[config.mk]
export PLATFORM = sky130hd
export DESIGN_NAME = uart_frame_rx
export DESIGN_NICKNAME = d
export VERILOG_FILES = /design/src/rtl/uart_frame_rx.sv
export SDC_FILE = /design/constraint.sdc
export NUM_CORES = 1
export LEC_CHECK = 0
export CAP_MARGIN = 20
export CORE_MARGIN = 1
export CORE_UTILIZATION = 35
export DETAILED_ROUTE_END_ITERATION = 7
export HOLD_SLACK_MARGIN = 0.06
export PLACE_DENSITY_LB_ADDON = 0.15
export SYNTH_ARGS = -nofsm -noshare
export SYNTH_HDL_FRONTEND = slang
export SYNTH_SLANG_ARGS = --single-unit
[constraint.sdc]
create_clock -name clk -period 6.06 [get_ports clk]
set_clock_uncertainty 0.15 [all_clocks]
set_input_delay 1.212 -clock clk [delete_from_list [all_inputs] [get_ports clk]]
set_output_delay 1.212 -clock clk [all_outputs]
set_load 0.005 [all_outputs]
[src/rtl/uart_frame_rx.sv]
// 8N1 UART receiver that packs FRAME_BYTES good bytes into one frame word.
// Adds false-start rejection, stop-bit checking and idle-gap resync of partial frames.
module uart_frame_rx #(
  parameter int unsigned CLKS_PER_BIT      = 434,
  parameter int unsigned FRAME_BYTES       = 5,
  parameter int unsigned IDLE_TIMEOUT_BITS = 20
) (
  input  logic                     clk,
  input  logic                     rst_n,
  input  logic                     serial,
  output logic [8*FRAME_BYTES-1:0] frame_data,
  output logic                     frame_valid,
  output logic [7:0]               byte_data,
  output logic                     byte_valid,
  output logic                     frame_err,
  output logic                     timeout,
  output logic [2:0]               state
);

  localparam int unsigned TIMEOUT_CYCLES = IDLE_TIMEOUT_BITS * CLKS_PER_BIT;
  localparam int unsigned CNT_MAX = (TIMEOUT_CYCLES > CLKS_PER_BIT) ? TIMEOUT_CYCLES : CLKS_PER_BIT;
  localparam int unsigned CW  = $clog2(CNT_MAX + 1);
  localparam int unsigned BCW = (FRAME_BYTES > 1) ? $clog2(FRAME_BYTES) : 1;

  localparam logic [CW-1:0]  HALF_LAST = CW'(CLKS_PER_BIT / 2 - 1);
  localparam logic [CW-1:0]  BIT_LAST  = CW'(CLKS_PER_BIT - 1);
  localparam logic [CW-1:0]  IDLE_LAST = CW'(TIMEOUT_CYCLES - 1);
  localparam logic [BCW-1:0] LAST_BYTE = BCW'(FRAME_BYTES - 1);

  typedef enum logic [2:0] {
    S_IDLE      = 3'd0,
    S_START     = 3'd1,
    S_DATA      = 3'd2,
    S_STOP      = 3'd3,
    S_WAIT_HIGH = 3'd4
  } state_t;

  state_t                   r_state;
  state_t                   w_state_next;
  logic [1:0]               r_sync;
  logic                     w_rx;
  logic [CW-1:0]            r_cnt;
  logic [2:0]               r_bit_idx;
  logic [7:0]               r_shift;
  logic [BCW-1:0]           r_byte_cnt;
  logic [8*FRAME_BYTES-1:0] r_buf;
  logic [8*FRAME_BYTES-1:0] w_buf_next;

  logic w_half_done;
  logic w_bit_done;
  logic w_idle_done;
  logic w_data_smp;
  logic w_stop_good;
  logic w_stop_bad;
  logic w_to;
  logic w_cnt_clr;
  logic w_cnt_run;

  always_ff @(posedge clk or negedge rst_n) begin
    if (!rst_n) r_sync <= 2'b11;
    else        r_sync <= {r_sync[0], serial};
  end

  assign w_rx = r_sync[1];

  // One shared counter serves half-bit, bit and idle timing; it clears on every
  // state change and every data sample, so it never has to wrap.
  assign w_half_done = (r_cnt == HALF_LAST);
  assign w_bit_done  = (r_cnt == BIT_LAST);
  assign w_idle_done = (r_byte_cnt != '0) && (r_cnt == IDLE_LAST);

  always_ff @(posedge clk or negedge rst_n) begin
    if (!rst_n) r_state <= S_IDLE;
    else        r_state <= w_state_next;
  end

  always_comb begin
    w_state_next = r_state;
    case (r_state)
      S_IDLE:      if (!w_rx) w_state_next = S_START;
      S_START:     if (w_half_done) w_state_next = w_rx ? S_IDLE : S_DATA;
      S_DATA:      if (w_bit_done && (r_bit_idx == 3'd7)) w_state_next = S_STOP;
      S_STOP:      if (w_bit_done) w_state_next = w_rx ? S_IDLE : S_WAIT_HIGH;
      S_WAIT_HIGH: if (w_rx) w_state_next = S_IDLE;
      default:     w_state_next = S_IDLE;
    endcase
  end

  always_comb begin
    w_data_smp  = (r_state == S_DATA) && w_bit_done;
    w_stop_good = (r_state == S_STOP) && w_bit_done && w_rx;
    w_stop_bad  = (r_state == S_STOP) && w_bit_done && !w_rx;
    w_to        = (r_state == S_IDLE) && w_idle_done;
    w_cnt_clr   = (w_state_next != r_state) || w_data_smp || w_to;
    w_cnt_run   = (r_state == S_START) || (r_state == S_DATA) || (r_state == S_STOP) ||
                  ((r_state == S_IDLE) && (r_byte_cnt != '0));
    state       = r_state;
  end

  always_comb begin
    w_buf_next = r_buf;
    for (int unsigned k = 0; k < FRAME_BYTES; k++) begin
      if (r_byte_cnt == BCW'(k)) w_buf_next[8*k +: 8] = r_shift;
    end
  end

  always_ff @(posedge clk or negedge rst_n) begin
    if (!rst_n) begin
      r_cnt       <= '0;
      r_bit_idx   <= '0;
      r_shift     <= '0;
      r_byte_cnt  <= '0;
      r_buf       <= '0;
      frame_data  <= '0;
      byte_data   <= '0;
      frame_valid <= 1'b0;
      byte_valid  <= 1'b0;
      frame_err   <= 1'b0;
      timeout     <= 1'b0;
    end else begin
      frame_valid <= w_stop_good && (r_byte_cnt == LAST_BYTE);
      byte_valid  <= w_stop_good;
      frame_err   <= w_stop_bad;
      timeout     <= w_to;

      if (w_cnt_clr)      r_cnt <= '0;
      else if (w_cnt_run) r_cnt <= r_cnt + 1'b1;

      if ((r_state == S_START) && (w_state_next == S_DATA)) r_bit_idx <= '0;
      else if (w_data_smp)                                  r_bit_idx <= r_bit_idx + 1'b1;

      if (w_data_smp) r_shift[r_bit_idx] <= w_rx;

      if (w_stop_good) begin
        byte_data <= r_shift;
        r_buf     <= w_buf_next;
        if (r_byte_cnt == LAST_BYTE) begin
          frame_data <= w_buf_next;
          r_byte_cnt <= '0;
        end else begin
          r_byte_cnt <= r_byte_cnt + 1'b1;
        end
      end else if (w_stop_bad || w_to) begin
        r_byte_cnt <= '0;
      end
    end
  end

endmodule

## Word-level counts from Yosys, hierarchy flattened

Index checks and enable logic that the tools add are counted.

- Add/sub/neg operators: 3
- Magnitude comparators: 2
- Equal/unequal tests: 14
- Mux-type cells: 23
- Reduce and logical (&&, ||, !) cells: 25

Operators by type and width:

| cell | count |
|---|---|
| $mux W8 | 5 |
| $mux W3 | 11 |
| $mux W14 | 2 |
| $eq A3 B2 Y1 const B | 5 |
| $pmux W3 S5 | 1 |
| $add A14 B1 Y14 const B | 1 |
| $eq A14 B14 Y1 const B | 1 |
| $eq A14 B8 Y1 const B | 1 |
| $eq A14 B9 Y1 const B | 1 |
| $logic_and A1 B1 Y1 | 11 |
| $eq A3 B3 Y1 const B | 3 |
| $bwmux W8 | 1 |
| $add A3 B1 Y3 const B | 2 |
| $eq A3 B1 Y1 const B | 2 |
| $logic_not A3 Y1 | 2 |
| $logic_or A1 B1 Y1 | 6 |
| $reduce_bool A2 Y1 | 3 |
| $lt A3 B4 Y1 const B | 1 |
| $demux W1 S3 | 1 |
| $ge A3 B1 Y1 const B | 1 |
| $ne A3 B3 Y1 | 1 |
| $reduce_bool A3 Y1 | 1 |
| $mux W2 | 1 |
| $reduce_and A2 Y1 | 1 |
| 2 further kinds | 2 |

- Bits in registers: 125
- Input port bits: 3
- Output and inout port bits: 55
- Word-level logic and storage cells: 80

## Logic depth before layout (Yosys ltp)

Gate-level depths: netlist (run 1).

- Word-level depth: 8
- Depth in mapped cells: 9
- Mapped depth without buffers: 8

## Worst setup path after synthesis (run 1)

Ideal clock, no wire load.

- Path type: register -> register
- Start point: register r_cnt[9]
- End point: register r_shift[4]
- Setup time: 0.128 ns
- Arrival: 2.343 ns
- Data required time: 5.782 ns
- Setup slack: 3.439 ns
- Stages on the path, launching flop included: 7
- Path buffers: 1
- Clock period less this slack: 2.621 ns
- Cells stage by stage: dfrtp_1 -> or4_4 -> nor4_4 -> nand3b_2 -> buf_6 -> nor4b_4 -> mux2_1

- Cells in the longest elaborated chain, start to end: 2

Ends and longest elaborated chain:

| element | line | text |
|---|---|---|
| start, declared | 42 | `logic [CW-1:0] r_cnt;` |
| start signal, assigned | 127 | `else if (w_cnt_run) r_cnt <= r_cnt + 1'b1;` |
| $eq A14 B9 Y1 | 69 | `assign w_bit_done = (r_cnt == BIT_LAST);` |
| $logic_and A1 B1 Y1 | 90 | `w_data_smp = (r_state == S_DATA) && w_bit_done;` |
| end signal, assigned by index | 132 | `if (w_data_smp) r_shift[r_bit_idx] <= w_rx;` |
| end, declared | 44 | `logic [7:0] r_shift;` |

Every way passes these cells.
A chain may end at the register's enable or synchronous reset.

## Worst setup path in the final report (run 1)

- Start point: register r_cnt[9]
- End point: register r_buf[20]

- Cells in the longest elaborated chain, start to end: 3

Ends and longest elaborated chain:

| element | line | text |
|---|---|---|
| $eq A14 B9 Y1 | 69 |  |
| $logic_and A1 B1 Y1 (2 in a row) | 91 | `w_stop_good = (r_state == S_STOP) && w_bit_done && w_rx;` |
| end signal, assigned | 136 | `r_buf <= w_buf_next;` |
| end, declared | 46 | `logic [8*FRAME_BYTES-1:0] r_buf;` |

Every way passes these cells.

==> results.json, run 1 <==
{
  "yosys_most_used_dff": "dfrtp_1",
  "wl_met2_um": 4690,
  "vias": 3159,
  "p_per_area_mw_per_mm2": 283,
  "place_inst": 614,
  "finalNonFillerCells": 644,
  "irDropWorstVdd_uv": 212,
  "required_ps": 6210,
  "drive_above_1_share": 0.246,
  "report.final.setup_viol": 0,
  "hold_viol": 0,
  "cts_resized": 0,
  "synth.yosys.warnings": 0,
  "finalSetupTns_ps": 0,
  "crit_path_max_fanout": 15,
  "drt-total-wl_um": 10500,
  "clk_pin_slew_ps": 50,
  "num_rows": 43,
  "synth_top_family_by_area": "multiplexers",
  "wl_met3_um": 378,
  "postCtsSetupBuffers": 0,
  "yosys.area.top_type": "dfrtp_1",
  "synth_area_sq_mm": 0.00513,
  "seq_area_frac_synth": 0.572,
  "grt_pass1_wl_um": 17400,
  "initial_core_util": 0.364,
  "synth_seq_cells": 117,
  "layout_setup_ws_ps": 2960,
  "synth_xor_area_frac": 0.0239,
  "rsz0062_at_grt": "no",
  "synthSimpleGateAreaFrac": 0.139,
  "drcViolationCount": 0,
  "top_layer": "met4",
  "hold_ws_ps": 205,
  "cts_buffers": 17,
  "period_share": 0.511,
  "cp.arrival_ps": 3250,
  "grt_pass1_vias": 3198,
  "netlist-cell-type-count": 50,
  "htreeDepth": 4,
  "grt_antenna_before_repair": 0,
  "synth.top_cell.area_share": 0.561,
  "synthAdderAreaFrac": 0.0244,
  "core_sq_mm": 0.0141,
  "io_pins": 58,
  "port_buffers": 57,
  "outcome": "complete, no violations",
  "grt_max_degree": 73,
  "synthCells": 394,
  "holdBufCountCts": 0,
  "slew_viol_final": 0,
  "crit_type": "flip-flop to flip-flop",
  "layout_common_cells": "dfrtp_1, clkdlybuf4s50_1, mux2_2, nand2_1, nor2_1",
  "die_h_um": 123,
  "syn_avg_cell_area_sq_um": 13.0,
  "hp-class": "flip-flop to flip-flop",
  "area_delta_synth_final_pct": 24.7,
  "clock_path_buffers": 2,
  "die_area_sq_mm": 0.0151,
  "layout.nets": 466,
  "power.static_leakage_nw": 3.04,
  "wl_per_cell_um": 16.3,
  "synth.area.top_cells": "dfrtp_1, mux2_2, mux2_4",
  "synth-edff-count": 0,
  "drv_cap": 0,
  "synth.area.mux_share": 0.189,
  "drt_iter0_markers": 161,
  "pre_cts_ws_ps": 2930,
  "synthArstFlopShare": 1.00,
  "diodes": 0,
  "cts_tree": "yes",
  "critPathLaunchType": "flip-flop",
  "track_usage": 0.157,
  "root_buffer": "clkbuf_16",
  "vias_per_cell": 4.91,
  "fin_crit_ps": 3100,
  "worst_pin_slew_ps": 938,
  "drtAntennaViolNets": 0,
  "endpoint_kind": "flip-flop",
  "gp_congestion": 0.811,
  "firstDrtPassIters": 4,
  "met1_length_um": 5230,
  "hpwl_um": 6720,
  "slew_headroom": 0.374,
  "cts.sinks": 117,
  "finalPower_mw": 1.81,
  "final_util": 0.453,
  "syn_nets": 407,
  "place_area_sq_mm": 0.00579,
  "grt_overflow": 0,
  "max_freq_mhz": 323,
  "die_w_um": 123,
  "final_common_cell": "dfrtp_1",
  "synth_compound_area_frac": 0.0215,
  "clk_latency_ps": 410,
  "design_area_sq_mm": 0.00639
}
critical path: stages (launching register included):
cell and delay (ps):
dfrtp_1 410, or4_4 590, nor4_4 570, nand2_4 210, clkinv_2 230, and3_1 440
mux2_2 380
cell type report:
| type | count | area [sq um] |
|---|---|---|
| Fill cell | 1292 | 7700 |
| Sequential cell | 117 | 2930 |
| Multi-Input combinational cell | 253 | 2040 |
| Timing Repair Buffer | 58 | 576 |
| Clock buffer | 21 | 470 |
| Tap cell | 180 | 225 |
| Clock inverter | 9 | 128 |
| Inverter | 6 | 23.8 |
report_power, final:
part / total [mW] / internal, mW / switching, mW
Clock: 1.01 / 0.672 / 0.337
Combinational: 0.0168 / 0.00169 / 0.0151
Sequential: 0.785 / 0.784 / 0.00147
Total: 1.81 / 1.46 / 0.353
per-layer routing:
metal / up-vias / track usage
met4: 0 / 0.0700
li1: 1495 / -
met5: - / 0
met1: 1591 / 0.220
met2: 57 / 0.227
met3: 16 / 0.0429
worst paths after layout:
kind	cells past startpoint	slack [ps]	end	startpoint
setup / recovery	6	2960	r_buf[20]	r_cnt[9]
hold / removal	0	210	r_sync[1]	r_sync[0]
setup reg to reg	6	2960	r_buf[20]	r_cnt[9]
hold reg to reg	0	210	r_sync[1]	r_sync[0]
max in group asynchronous	2	3880	r_shift[3]	rst_n
min in group asynchronous	1	770	frame_data[38]	rst_n
kinds of logic after synthesis:
kind of cell,count (synthesis)
AND/OR/NAND/NOR,127
flip-flops,117
multiplexers,83
buffers and inverters,24
AO/OA/AOI/OAI,19
XOR/XNOR,14
adder cells (fa/ha/maj),10
flip-flops by register name (all words and copies together), names as in the netlist:
register	flops
frame_data	40
r_buf	32
r_cnt	14
byte_data	8
r_shift	8
r_bit_idx	3
r_byte_cnt	3
state	3
r_sync	2
byte_valid	1
frame_err	1
frame_valid	1
timeout	1
synthesized netlist by cell type, drive strengths merged (2+ instances only):
cell,count
mux2i,10
xnor2,5
mux2,72
nor4,4
or2,2
nor4b,5
and3,8
nand2,39
a21oi,12
a22o,3
nand3b,3
and4,3
clkbuf,3
inv,5
xor2,9
buf,15
ha,10
dfrtp,115
nor3,7
nand2b,3
nand3,5
nor2,34
dfstp,2
nand4,7
o21ai,2
No activity file was read; power rests on OpenSTA's default activity.
==> run 2: changes to the inputs <==
==> constraint.sdc (replaced) <==
create_clock -name clk -period 2.82 [get_ports clk]
set_clock_uncertainty 0.15 [all_clocks]
set_input_delay 0.564 -clock clk [delete_from_list [all_inputs] [get_ports clk]]
set_output_delay 0.564 -clock clk [all_outputs]
set_load 0.005 [all_outputs]
==> results.json, run 2 (same netlist as run 1, synthesis figures left out) <==
{
  "outcome": "complete, no violations",
  "period_share": 0.953,
  "power.static_leakage_nw": 3.11,
  "met3_usage": 0.0452,
  "max_freq_mhz": 372,
  "irDropWorstVdd_uv": 402,
  "cts_buffers": 17,
  "clockPowerShare": 0.530,
  "slew_headroom": 0.584,
  "swShare": 0.218,
  "r2r-start": "r_cnt[9]",
  "finalPower_mw": 3.68,
  "final_common_cell": "dfrtp_1",
  "firstDrtPassIters": 5,
  "die_area_sq_mm": 0.0151,
  "grt_pass1_wl_um": 17600,
  "drive_above_1_share": 0.277,
  "track_usage": 0.159,
  "slew_viol_final": 0,
  "drtAntennaViolNets": 0,
  "hp-class": "flip-flop to flip-flop",
  "drcViolationCount": 0,
  "rsz0062_at_grt": "no",
  "cp.depth": 6,
  "die_w_um": 123,
  "vias": 3157,
  "cp_top_family": "simple AND/OR/NAND/NOR gates",
  "crit_start": "r_cnt[9]",
  "postCtsSetupBuffers": 0,
  "wl_per_cell_um": 16.0,
  "initial_core_util": 0.364,
  "clk_pin_slew_ps": 50,
  "io_pins": 58,
  "pre_cts_ws_ps": 83.9,
  "report.final.setup_viol": 0,
  "finalSetupTns_ps": 0,
  "crit_type": "flip-flop to flip-flop",
  "clock_path_buffers": 2,
  "drv_cap": 0,
  "combPwrFrac": 0.012,
  "fill_cells": 1297,
  "place_area_sq_mm": 0.00596,
  "reg2reg_setup_slack_ps": 130,
  "port_buffers": 57,
  "grt_antenna_before_repair": 0,
  "grt_use_met2": 0.244,
  "diodes": 0,
  "cp.buffers_inverters": 1,
  "largestRegisters": "frame_data x40, r_buf x32, r_cnt x14",
  "endpoint_kind": "flip-flop",
  "p_seq_frac": 0.458,
  "core_sq_mm": 0.0141,
  "required_ps": 2970,
  "critPathLaunchType": "flip-flop",
  "hpwl_um": 7150,
  "intPower_mw": 2.88,
  "die_h_um": 123,
  "multi_input_area_sq_mm": 0.00204,
  "max_stage_delay_ps": 590,
  "area_delta_synth_final_pct": 27.3,
  "clk_latency_ps": 420,
  "gp_congestion": 0.742,
  "num_rows": 43,
  "hold_viol": 0,
  "crit_path_top_delay_cell": "or4_4",
  "rr_worst_depth": 6,
  "crit_path_max_fanout": 11,
  "cp.arrival_ps": 2830,
  "ff_latch_area_sq_mm": 0.00293,
  "cts.sinks": 117,
  "cp_cell_sequence": "or4_4 -> nor4_4 -> nand3b_2 -> buf_4 -> and4bb_2 -> mux2_2",
  "design_area_sq_mm": 0.00652,
  "htreeDepth": 4,
  "root_buffer": "clkbuf_16",
  "use_met1": 0.210,
  "fin_crit_ps": 2690,
  "grt_max_degree": 46,
  "layout_common_cells": "dfrtp_1, clkdlybuf4s50_1, mux2_2, nand2_1, nor2_1",
  "regMostFlops": "frame_data",
  "r2r-end": "r_shift[3]",
  "worst_pin_slew_ps": 619,
  "drt_iter0_markers": 168,
  "drt-total-wl_um": 10600,
  "switchingPower_mw": 0.803,
  "vias_per_cell": 4.76,
  "place_inst": 630,
  "grt_overflow": 0,
  "layout.nets": 483,
  "largest_register_ffs": 40,
  "layout_setup_ws_ps": 134,
  "busiest_layer": "met2",
  "grt_pass1_vias": 3338,
  "p_per_area_mw_per_mm2": 564,
  "cts_tree": "yes",
  "finalNonFillerCells": 663,
  "endpoint": "r_shift[3]"
}
[run 2: cell count changes in the layout (fill, tap and decap cells not counted)]
cell           change
bufinv_16          -3
buf_12             +4
clkbuf_1           -1
clkinvlp_4         +4
dlygate4sd3_1      +1
clkinv_4           +1
clkinv_2           +1
and3_1             -1
and3_2             +1
buf_4             +12
[run 2: repair_timing]
item                                    CTS  global route
endpoints found under the setup margin    0             8
resized for setup                         0             1
hold buffers                              1             0
hold endpoints to repair                 43             0
[run 2: metal layers]
metal	wire length, um	vias up
met5	0	-
met1	5130	1551
met3	358	13
li1	-	1536
met2	4990	57
met4	161	0
[run 2: worst min path at each step]
stage               cells past startpoint  startpoint           end  slack (ps)
finish                                  0   r_sync[0]     r_sync[1]         210
global route                            0   r_sync[0]     r_sync[1]         220
CTS                                     0   r_sync[0]     r_sync[1]         210
detailed placement                      0   r_sync[0]     r_sync[1]         200
global placement                        0   r_sync[0]     r_sync[1]         200
floorplan                               0       rst_n  byte_data[0]         120
[run 2: metrics by stage]
stage	hold slack, ps	util
after floorplan	118	-
after global routing	216	0.463
after CTS	207	0.463
after detailed placement	199	0.423
after global placement	199	0.423
final	207	0.463
[run 2: layout make-up]
cell class	count	share of cell area
clock buffer	20	0.0715
inverter	6	0.00364
clock inverter	12	0.0125
timing repair buffer	75	0.116
sequential	117	0.449
multi-input combinational	253	0.313
tap	180	0.0345
[run 2: power by group through the flow]
stage	combinational, mW	sequential, mW	clock [mW]
after floorplan	0.00239	1.71	0
after global placement	0.0452	1.72	0
after detailed placement	0.0459	1.72	0
after CTS	0.0470	1.69	1.99
after global routing	0.0525	1.69	2.07
final	0.0433	1.69	1.95
